**src/rtl/uart_tx_serializer.sv**
```systemverilog
// UART transmit serializer: start, LSB-first data, optional parity, stop bits.
// Parity stage is built only when UART_TX_PARITY_EN is defined.
module uart_tx_serializer #(
  parameter int DATA_BITS  = 8,
  parameter int STOP_BITS  = 1,
  parameter int PARITY_ODD = 0
) (
  input  logic                 clk,
  input  logic                 rst,
  input  logic                 baud_tick,
  input  logic                 tx_start,
  input  logic [DATA_BITS-1:0] tx_data,
  output logic                 baud_en,
  output logic                 tx,
  output logic                 busy,
  output logic                 done
);

  localparam int CW = $clog2(DATA_BITS + 1);
  localparam logic [CW-1:0] DLAST = CW'(DATA_BITS - 1);
  localparam logic [CW-1:0] SLAST = CW'(STOP_BITS - 1);

  typedef enum logic [2:0] {
    IDLE  = 3'd0,
    START = 3'd1,
    DATA  = 3'd2,
`ifdef UART_TX_PARITY_EN
    PARITY = 3'd4,
`endif
    STOP  = 3'd3
  } state_t;

  state_t               state_q, state_d;
  logic [DATA_BITS-1:0] sh_q, sh_d;
  logic [CW-1:0]        cnt_q, cnt_d;
  logic                 tx_q, tx_d;
  logic                 busy_q, busy_d;
  logic                 en_q, en_d;
  logic                 done_q, done_d;

`ifdef UART_TX_PARITY_EN
  logic par_q, par_d;

  always_ff @(posedge clk) begin
    if (!rst) par_q <= 1'b0;
    else      par_q <= par_d;
  end
`else
  logic unused_par;
  assign unused_par = (PARITY_ODD != 0);
`endif

  always_ff @(posedge clk) begin
    if (!rst) begin
      state_q <= IDLE;
      sh_q    <= '0;
      cnt_q   <= '0;
      tx_q    <= 1'b1;
      busy_q  <= 1'b0;
      en_q    <= 1'b0;
      done_q  <= 1'b0;
    end else begin
      state_q <= state_d;
      sh_q    <= sh_d;
      cnt_q   <= cnt_d;
      tx_q    <= tx_d;
      busy_q  <= busy_d;
      en_q    <= en_d;
      done_q  <= done_d;
    end
  end

  always_comb begin
    state_d = state_q;
    sh_d    = sh_q;
    cnt_d   = cnt_q;
    tx_d    = tx_q;
    busy_d  = busy_q;
    en_d    = en_q;
    done_d  = 1'b0;
`ifdef UART_TX_PARITY_EN
    par_d   = par_q;
`endif
    unique case (state_q)
      IDLE: begin
        if (tx_start) begin
          state_d = START;
          sh_d    = tx_data;
          cnt_d   = '0;
          tx_d    = 1'b0;
          busy_d  = 1'b1;
          en_d    = 1'b1;
`ifdef UART_TX_PARITY_EN
          par_d   = (^tx_data) ^ (PARITY_ODD != 0);
`endif
        end
      end
      START: begin
        if (baud_tick) begin
          state_d = DATA;
          tx_d    = sh_q[0];
          sh_d    = sh_q >> 1;
        end
      end
      DATA: begin
        if (baud_tick) begin
          if (cnt_q == DLAST) begin
            cnt_d = '0;
`ifdef UART_TX_PARITY_EN
            state_d = PARITY;
            tx_d    = par_q;
`else
            state_d = STOP;
            tx_d    = 1'b1;
`endif
          end else begin
            cnt_d = cnt_q + CW'(1);
            tx_d  = sh_q[0];
            sh_d  = sh_q >> 1;
          end
        end
      end
`ifdef UART_TX_PARITY_EN
      PARITY: begin
        if (baud_tick) begin
          state_d = STOP;
          tx_d    = 1'b1;
        end
      end
`endif
      STOP: begin
        tx_d = 1'b1;
        if (baud_tick) begin
          if (cnt_q == SLAST) begin
            state_d = IDLE;
            cnt_d   = '0;
            busy_d  = 1'b0;
            en_d    = 1'b0;
            done_d  = 1'b1;
          end else begin
            cnt_d = cnt_q + CW'(1);
          end
        end
      end
      default: state_d = IDLE;
    endcase
  end

  assign tx      = tx_q;
  assign busy    = busy_q;
  assign baud_en = en_q;
  assign done    = done_q;

endmodule

```
**config.mk**
```make
export PLATFORM = sky130hd
export DESIGN_NAME = uart_tx_serializer
export DESIGN_NICKNAME = d
export VERILOG_FILES = /design/src/rtl/uart_tx_serializer.sv
export SDC_FILE = /design/constraint.sdc
export NUM_CORES = 1
export LEC_CHECK = 0
export ABC_CLOCK_PERIOD_IN_PS = 1700
export CELL_PAD_IN_SITES_DETAIL_PLACEMENT = 0
export CELL_PAD_IN_SITES_GLOBAL_PLACEMENT = 1
export CORE_UTILIZATION = 35
export DETAILED_ROUTE_END_ITERATION = 10
export MAX_ROUTING_LAYER = met4
export PLACE_DENSITY = 0.76
export SLEW_MARGIN = 15
export SYNTH_ARGS = -nofsm -noshare
export SYNTH_HDL_FRONTEND = slang
export SYNTH_SLANG_ARGS = --single-unit
```
**constraint.sdc**
```tcl
create_clock -name clk -period 1.7 [get_ports clk]
set_input_delay 0.34 -clock clk [delete_from_list [all_inputs] [get_ports clk]]
set_output_delay 0.34 -clock clk [all_outputs]
set_load 0.02 [all_outputs]
```
==> results of run 1 <==
[flip-flops by register name, indices dropped and copies added (netlist names)]
name,count
baud_en,1
cnt_q,4
done,1
sh_q,8
state_q,2
tx,1
[cell usage after synthesis, types with 2 or more instances]
cell type  count
dfxtp_1       17
a211oi_2       2
buf_6          3
nor2_1        12
a21oi_1        2
mux2i_1        9
clkbuf_1       2
a211oi_1       5
inv_1          7
o21ai_0        3
nor3_1         3
nand3_1        3
ha_1           6
nand2_1        8
[cell type report]
type	count	area, µm²	share of cell area, %
Clock buffer	3	22.5	1.52
Clock inverter	1	5.00	0.338
Inverter	7	31.3	2.11
Multi-Input combinational cell	77	664	44.9
Sequential cell	17	348	23.5
Tap cell	31	38.8	2.62
Timing Repair Buffer	42	370	25.0
[power by group through the flow]
| stage | combinational [mW] | sequential (mW) | clock [mW] |
|---|---|---|---|
| 2_1_floorplan | 0.927 | 0.646 | 0 |
| 3_3_place_gp | 1.28 | 0.633 | 0 |
| 3_5_place_dp | 1.30 | 0.639 | 0 |
| 4_1_cts | 1.58 | 0.646 | 0.239 |
| 5_1_grt | 1.83 | 0.671 | 0.253 |
| 6_report | 1.69 | 0.655 | 0.227 |
[worst paths after layout]
check	start	to	slack [ns]	depth (start not counted)
worst min-delay path	sh_q[7]	sh_q[7]	0.48	2
worst max-delay path	state_q[0]	state_q[0]	-0.03	8
worst max register to register	state_q[0]	state_q[0]	-0.03	8
worst min register to register	sh_q[7]	sh_q[7]	0.48	2
[worst max-delay path, stage by stage (launching register included)]
cell and delay [ns]:
dfxtp_4 0.40, inv_4 0.05, ha_4 0.18, buf_4 0.14
nor2_1 0.21, a311oi_2 0.07, nor3_1 0.25, buf_4 0.17
mux2i_1 0.18
[layout by cell type, fill, tap and decap left out, types with 2 or more instances in the layout]
master | Yosys | layout
a211oi_2 | 2 | 5
nor2_2 | 0 | 2
nor3_1 | 3 | 3
ha_1 | 6 | 2
inv_1 | 7 | 5
dfxtp_4 | 0 | 2
nand2_1 | 8 | 8
a21oi_1 | 2 | 2
inv_4 | 0 | 2
nor2_1 | 12 | 10
o21ai_0 | 3 | 3
nand3_1 | 3 | 3
a211oi_1 | 5 | 2
ha_4 | 0 | 3
mux2i_1 | 9 | 9
dfxtp_1 | 17 | 15
clkdlybuf4s50_1 | 0 | 15
clkbuf_4 | 0 | 3
buf_4 | 1 | 26
[metal layers]
metal	wire, µm	vias up
li1	-	466
met1	1060	459
met2	1220	22
met3	74	2
met4	19	0
met5	0	-
[kinds of logic after synthesis]
kind of cell,synth area share (%)
AOI/OAI and AO/OA,19.6
adders and majority gates,7.49
buffers and inverters,7.87
DFF,34.0
muxes,8.99
and+or+nand+nor,22.1
[what timing repair did]
item	4_1_cts	5_1_grt
resized for setup	9	8
pin swaps	7	7
buffers inserted	7	6
setup endpoints to repair	7	14
gates cloned	1	0
==> results.py, run 1 <==
metrics = {
    "placed_design": {
        "hpwl_um": 1550,
        "placed_cells": 161,
        "port_buffers": 15,
        "place_ws_ns": -0.160,
        "place_area_um2": 1280,
        "gp_congestion": 0.758,
    },
    "route": {
        "drtAntennaViolNets": 0,
        "via_per_inst": 5.33,
        "num_vias": 949,
        "drtIter0Drc": 13,
        "wl_um": 2370,
        "wire_per_inst_um": 13.3,
        "drc": 0,
        "dr.pass1.iters": 4,
    },
    "clock_network": {
        "hold_buffers": 0,
        "cts_sinks": 17,
        "cts-buffers-inserted": 3,
        "ctsRootBufferMaster": "clkbuf_4",
        "clk_pin_slew_ns": 0.11,
        "cts_tree": "done",
        "clk_path_buf_depth": 2,
        "htree_num_levels": 1,
        "clock_latency_ns": 0.29,
    },
    "sta": {
        "fin_setup_tns_ns": -0.0967,
        "fin_ws_ns": -0.0261,
        "rsz0062_at_grt": "yes",
        "setup_viol": 9,
        "slew-limit-headroom_pct": 77.1,
        "period_needed_ns": 1.73,
        "fin_skew_ns": 0.000900,
        "period_share_pct": 102,
        "hold_viol": 0,
        "worst_pin_slew_ns": 0.340,
        "max_freq_mhz": 579,
        "whs_ns": 0.483,
        "final-max-slew-violation-count": 0,
    },
    "logic_synthesis": {
        "ys_seq_area_share_pct": 34.0,
        "synth_area_leaders": "dfxtp_1 34%, mux2i_1 9.0%, ha_1 7.5%",
        "syn_area_um2": 1000,
        "async_flop_share_pct": 0,
        "postSynthAreaPerCell_um2": 9.28,
        "synth_cells": 108,
        "synth_edf_count": 0,
        "synthDominantCellAreaShare_pct": 34.0,
        "synth_top_area_cell": "dfxtp_1",
        "synth_nets": 126,
        "synth_cell_types": 40,
        "synth_ff_type": "dfxtp_1",
        "ys_ff_latch": 17,
        "yosys_warnings": 0,
    },
    "power_and_ir_drop": {
        "finalPower_mw": 2.57,
        "clockPowerShare_pct": 8.8,
        "seqPwrFrac_pct": 25.4,
        "internal-power_mw": 1.59,
        "p_per_area_nw_per_um2": 1740,
        "ir_worst_vdd_mv": 1.02,
        "power.leakage_nw": 0.587,
        "power_switching_uw": 980,
        "swShare_pct": 38.1,
        "pwr-share-comb_pct": 65.7,
    },
    "die": {
        "start_util_pct": 36.7,
        "core.rowCount": 19,
        "core-area_um2": 2730,
        "die_area_um2": 3080,
        "die_h_um": 55.5,
        "ioPinCount": 16,
        "die_w_um": 55.5,
    },
    "finish": {
        "fin_area_um2": 1480,
        "nets": 166,
        "fin_util_pct": 54.1,
        "final_cells": 178,
        "num-fill-cells": 240,
        "area_growth_pct": 47.7,
        "drive_gt1_share_pct": 38.8,
        "antennaDiodeCount": 0,
    },
    "outcome": {
        "failed_checks": "setup timing",
        "outcome": "complete, but fails checks",
    },
    "global_routing": {
        "grt_use_met3_pct": 2.34,
        "grt_antenna_before_repair": 0,
        "grt.overflow.total": 0,
        "grt.busiest_layer": "met2",
        "grt_max_degree": 12,
        "grt_pass1_wl_um": 3850,
        "gr-usage-met2_pct": 26.5,
        "track_usage_pct": 15.9,
        "grt_pass1_vias": 868,
        "grt_util_met1_pct": 19.7,
    },
    "setup_path": {
        "arrival_ns": 1.95,
        "required_ns": 1.92,
        "crit_fanout": 7,
        "cp-start-kind": "register",
        "end_kind": "register",
        "timing.setup.critical_path_class": "register to register",
    },
    "flow_run": {
        "cap_violations": 0,
    },
    "min_path": {
        "hold_class": "register to register",
    },
}
Power figures use the tool's default switching activity.
==> run 2: changes to the inputs <==
--- a/config.mk
+++ b/config.mk
@@ -5,7 +5,6 @@
 export SDC_FILE = /design/constraint.sdc
 export NUM_CORES = 1
 export LEC_CHECK = 0
-export ABC_CLOCK_PERIOD_IN_PS = 1700
 export CELL_PAD_IN_SITES_DETAIL_PLACEMENT = 0
 export CELL_PAD_IN_SITES_GLOBAL_PLACEMENT = 1
 export CORE_UTILIZATION = 35
==> results of run 2 <==
Final layout, timing and power as in run 1 (identical DEF).
==> run 3: changes to the inputs <==
--- a/config.mk
+++ b/config.mk
@@ -9,8 +9,10 @@
 export CELL_PAD_IN_SITES_GLOBAL_PLACEMENT = 1
 export CORE_UTILIZATION = 35
 export DETAILED_ROUTE_END_ITERATION = 10
+export HOLD_SLACK_MARGIN = 0.03
 export MAX_ROUTING_LAYER = met4
 export PLACE_DENSITY = 0.76
+export RECOVER_POWER = 100
 export SLEW_MARGIN = 15
 export SYNTH_ARGS = -nofsm -noshare
 export SYNTH_HDL_FRONTEND = slang
==> results of run 3 <==
Final layout, timing and power as in run 1 (identical DEF).
==> variant 1, RTL diff (config.mk and constraints of run 2) <==
Put one more register stage on the output `tx`. The value now appears one clock later. The other outputs are not delayed to match.
--- a/src/rtl/uart_tx_serializer.sv
+++ b/src/rtl/uart_tx_serializer.sv
@@ -148,3 +148,5 @@
 
-  assign tx      = tx_q;
+  always_ff @(posedge clk) begin
+    tx <= tx_q;
+  end
   assign busy    = busy_q;
Behaviour: not the same (a bounded check fails within 4 cycles, from zero or initial values and one cycle with rst low).
==> variant 1 against run 2 <==
Sequential cell count increased by 1. Fmax increased by 5.0%. Highest routed layer is now met3. Clock skew increased by 0.0085 ns. Final area decreased by 4.0%. Total power decreased by 5.6%. Area after synthesis increased by 0.75%. Largest cell class unchanged. Wire length decreased by 7.6%. Sequential power increased by 3.8%. Worst setup slack improved by 0.082 ns.
==> variant 1: results (changes against run 2) <==
- Die width: 55.7 um (+0.36%)
- Multi-input combinational area share: 46.0% (+1.1 points)
- Clk pwr: 0.000266 W (+17%)
- Multi-input gates: 80 (+3.9%)
- DRT iter0 DRCs: 17 (+4)
- Design Area, Final: 1420 um2 (-4.0%)
- Placed instance area: 1310 um2 (+2.1%)
- CP top delay family: compound AO/OA/AOI/OAI gates
- Hold Path Depth: 0 (-2)
- Placed cell count: 165 (+2.5%)
- Setup bufs post-CTS: 2 (-5)
- Leakage: 0.553 nW (-5.8%)
- Run status: finished, final reports clean
- Critical hold path startpoint: tx_q
- Data arrival time of the worst path: 1.86 ns (-0.09 ns)
- Clock sink total: 18 (+1)
- Drt wl/cell: 12.7 um (-4.4%)
- Pre-Repair DR Iteration Count: 2 (-2)
- P_seq: 0.000680 W (+3.8%)
- Worst Hold End: tx
- Via density: 5.19 (-2.6%)
- Hpwl dp: 1.62 mm (+4.8%)
- Largest net degree at the start of global routing: 16 (+4)
- Sequential cell area share: 26.1% (+2.6 points)
- Post_cts resized: 5 (-4)
- Seq/Total Area, Yosys: 35.7% (+1.7 points)
- Number of global-route vias before repair: 877 (+1.0%)
- P_int: 0.00151 W (-5.5%)
- R2R setup slack: 0.06 ns (+0.08 ns)
- Worst hold slack: 0.360 ns (-0.123 ns)
- Setup WS pre-CTS: -0.146 ns (+0.0136 ns)
- Slew @ Worst Pin: 0.354 ns (+0.0139 ns)
- Routed wire length: 2.19 mm (-7.6%)
- Number of fillers in the final layout: 257 (+7.1%)
- Top cells by count, synth: dfxtp_1, nor2_1, nand2_1, mux2i_1
## variant 1: logic make-up (layout without fill, tap and decap cells)
family,count (synthesis),after routing,synth area share [%]
compound gates,22,22,17.7
mux,9,9,8.92
simple gates,43,43,23.4
buf+inv,13,43,6.81
fa+ha+maj,6,6,7.43
flops,18,18,35.7
## variant 1: worst max path at each step
stage	start	end	slack [ns]	cells after the start
4_1_cts	state_q[0]	state_q[0]	0.001	7
3_3_place_gp	baud_tick	sh_q[5]	-0.11	6
3_5_place_dp	baud_tick	sh_q[2]	-0.15	6
6_report	state_q[0]	sh_q[1]	0.06	7
5_1_grt	state_q[0]	sh_q[4]	-0.03	7
2_1_floorplan	state_q[0]	sh_q[6]	0.007	8
## variant 1: routing by layer
metal | GRT usage [%] | share of wire [%] | up-vias
li1 | - | - | 456
met1 | 19.0 | 47 | 424
met2 | 26.9 | 51 | 13
met3 | 4.19 | 2.7 | 0
met4 | 2.14 | 0 | 0
met5 | - | 0 | -
==> variant 2, RTL diff (settings of run 2) <==
Without the edit above. The option `UART_TX_PARITY_EN` is turned on by a define.
--- a/src/rtl/uart_tx_serializer.sv
+++ b/src/rtl/uart_tx_serializer.sv
@@ -2,2 +2,4 @@
 // Parity stage is built only when UART_TX_PARITY_EN is defined.
+`define UART_TX_PARITY_EN
+
 module uart_tx_serializer #(
Check against the original RTL: same outputs for any inputs over 10 cycles, from zero or initial values and one cycle with rst low; that may be too few to reach the edited logic, so the function may still have changed.
==> variant 2 against run 2 <==
Fmax up 3.8%. Sequential cell count up 2. Global-route usage up 0.20 points. Total power down 23%. Final cell count up 11%. Wire length up 13%. Area after synthesis up 16%. Final area up 1.9%. Worst setup slack better by 0.063 ns. Critical endpoint is now sh_q[2]. Largest power group unchanged. Highest routed layer unchanged.
==> variant 2: results (changes against run 2) <==
- Share of layout cells above drive strength 1: 28.1% (-11 points)
- Routed wire length: 2.69 mm (+13%)
- Global-route wire length before repair: 4.15 mm (+7.9%)
- Inverters: 6 (-1)
- Switching power total: 0.000744 W (-24%)
- Number of global-route vias before repair: 951 (+9.6%)
- Vias: 1042 (+9.8%)
- Net Count, Synth: 140 (+11%)
- Mux contribution to synthesized area: 10.3% (+1.3 points)
- Sequential cell area share: 26.1% (+2.6 points)
- Via density: 5.29 (-0.79%)
- Sequential cell count: 19 (+2)
- Multi-input gates: 93 (+21%)
- Relative slew slack: 73.5% (-3.6 points)
- Routability-driven placement congestion ratio: 0.792 (+4.4%)
- DRT iter0 DRCs: 34 (+21)
- Maximum fanout along the worst path: 8 (+1)
- Top cells by count, synth: dfxtp_1, a21oi_1, nand2_1, o21bai_1, xnor2_1
- Delay of the slowest critical-path stage: 0.42 ns (+0.02 ns)
- Non-clk bufs: 31 (-26%)
- Gr usage total: 16.1% (+0.20 points)
- Data arrival time of the worst path: 1.86 ns (-0.09 ns)
- Area share of fa/ha/maj cells after synthesis: 2.16% (-5.3 points)
- NonClk Buf Share: 18.1% (-6.9 points)
- Layout clock buffer count: 4 (+1)
- Syn Inst Count: 126 (+17%)
- Post-Synth XOR/XNOR Area: 7.45% (+7.5 points)
- Clock Network Area Fraction: 1.74% (-0.12 points)
- Run status: finished, final reports clean
- Count of different cell masters after synthesis: 39 (-2.5%)
- Worst VDD drop: 0.701 mV (-31%)
- Largest net degree at the start of global routing: 16 (+4)
[variant 2: worst max-delay path, delay by kind of cell, from the launching register on]
kind / cells / cell delay [ns]
and+or+nand+nor: 1 / 0.25
AOI/OAI and AO/OA: 2 / 0.76
DFF: 1 / 0.38
adders and majority gates: 1 / 0.16
[variant 2: repair_timing]
action / CTS / global route
cloned: 0 / 1
pin swaps: 0 / 5
gates resized for setup: 2 / 11
endpoints found under the setup margin: 2 / 11
setup buffers: 0 / 2
[variant 2: path summary, 6_finish.rpt]
check | start | end | slack [ns] | cells past startpoint
max | cnt_q[0] | sh_q[2] | 0.04 | 4
min | baud_en | baud_en | 0.50 | 2
max reg2reg | cnt_q[0] | sh_q[2] | 0.04 | 4
min reg2reg | baud_en | baud_en | 0.50 | 2
[variant 2: power groups by stage]
stage	clock [W]	sequential, W	combinational [W]
after floorplan	0	0.000644	0.000762
after global placement	0	0.000662	0.000996
after detailed placement	0	0.000666	0.00102
after CTS	0.000250	0.000657	0.00102
after global routing	0.000277	0.000678	0.00118
final	0.000235	0.000664	0.00108
[variant 2: routing by layer]
layer	track usage [%]	routed length, um	share of wire, %	vias to the layer above
met5	-	0	0	-
met4	2.99	15	0.56	0
met3	3.93	91	3.4	2
met2	28.4	1380	51	20
met1	18.6	1200	45	501
li1	-	-	-	519
[variant 2: stage by stage]
stage / setup WS (ns) / TNS (ns) / total power [W] / area, um2
after floorplan: 0.0576 / 0 / 0.00141 / 1160
after global placement: -0.195 / -2.15 / 0.00166 / 1420
after detailed placement: -0.241 / -2.61 / 0.00169 / 1420
after CTS: 0.000348 / 0 / 0.00193 / 1450
after global routing: -0.00778 / -0.00778 / 0.00213 / 1510
final: 0.0370 / 0 / 0.00198 / 1510
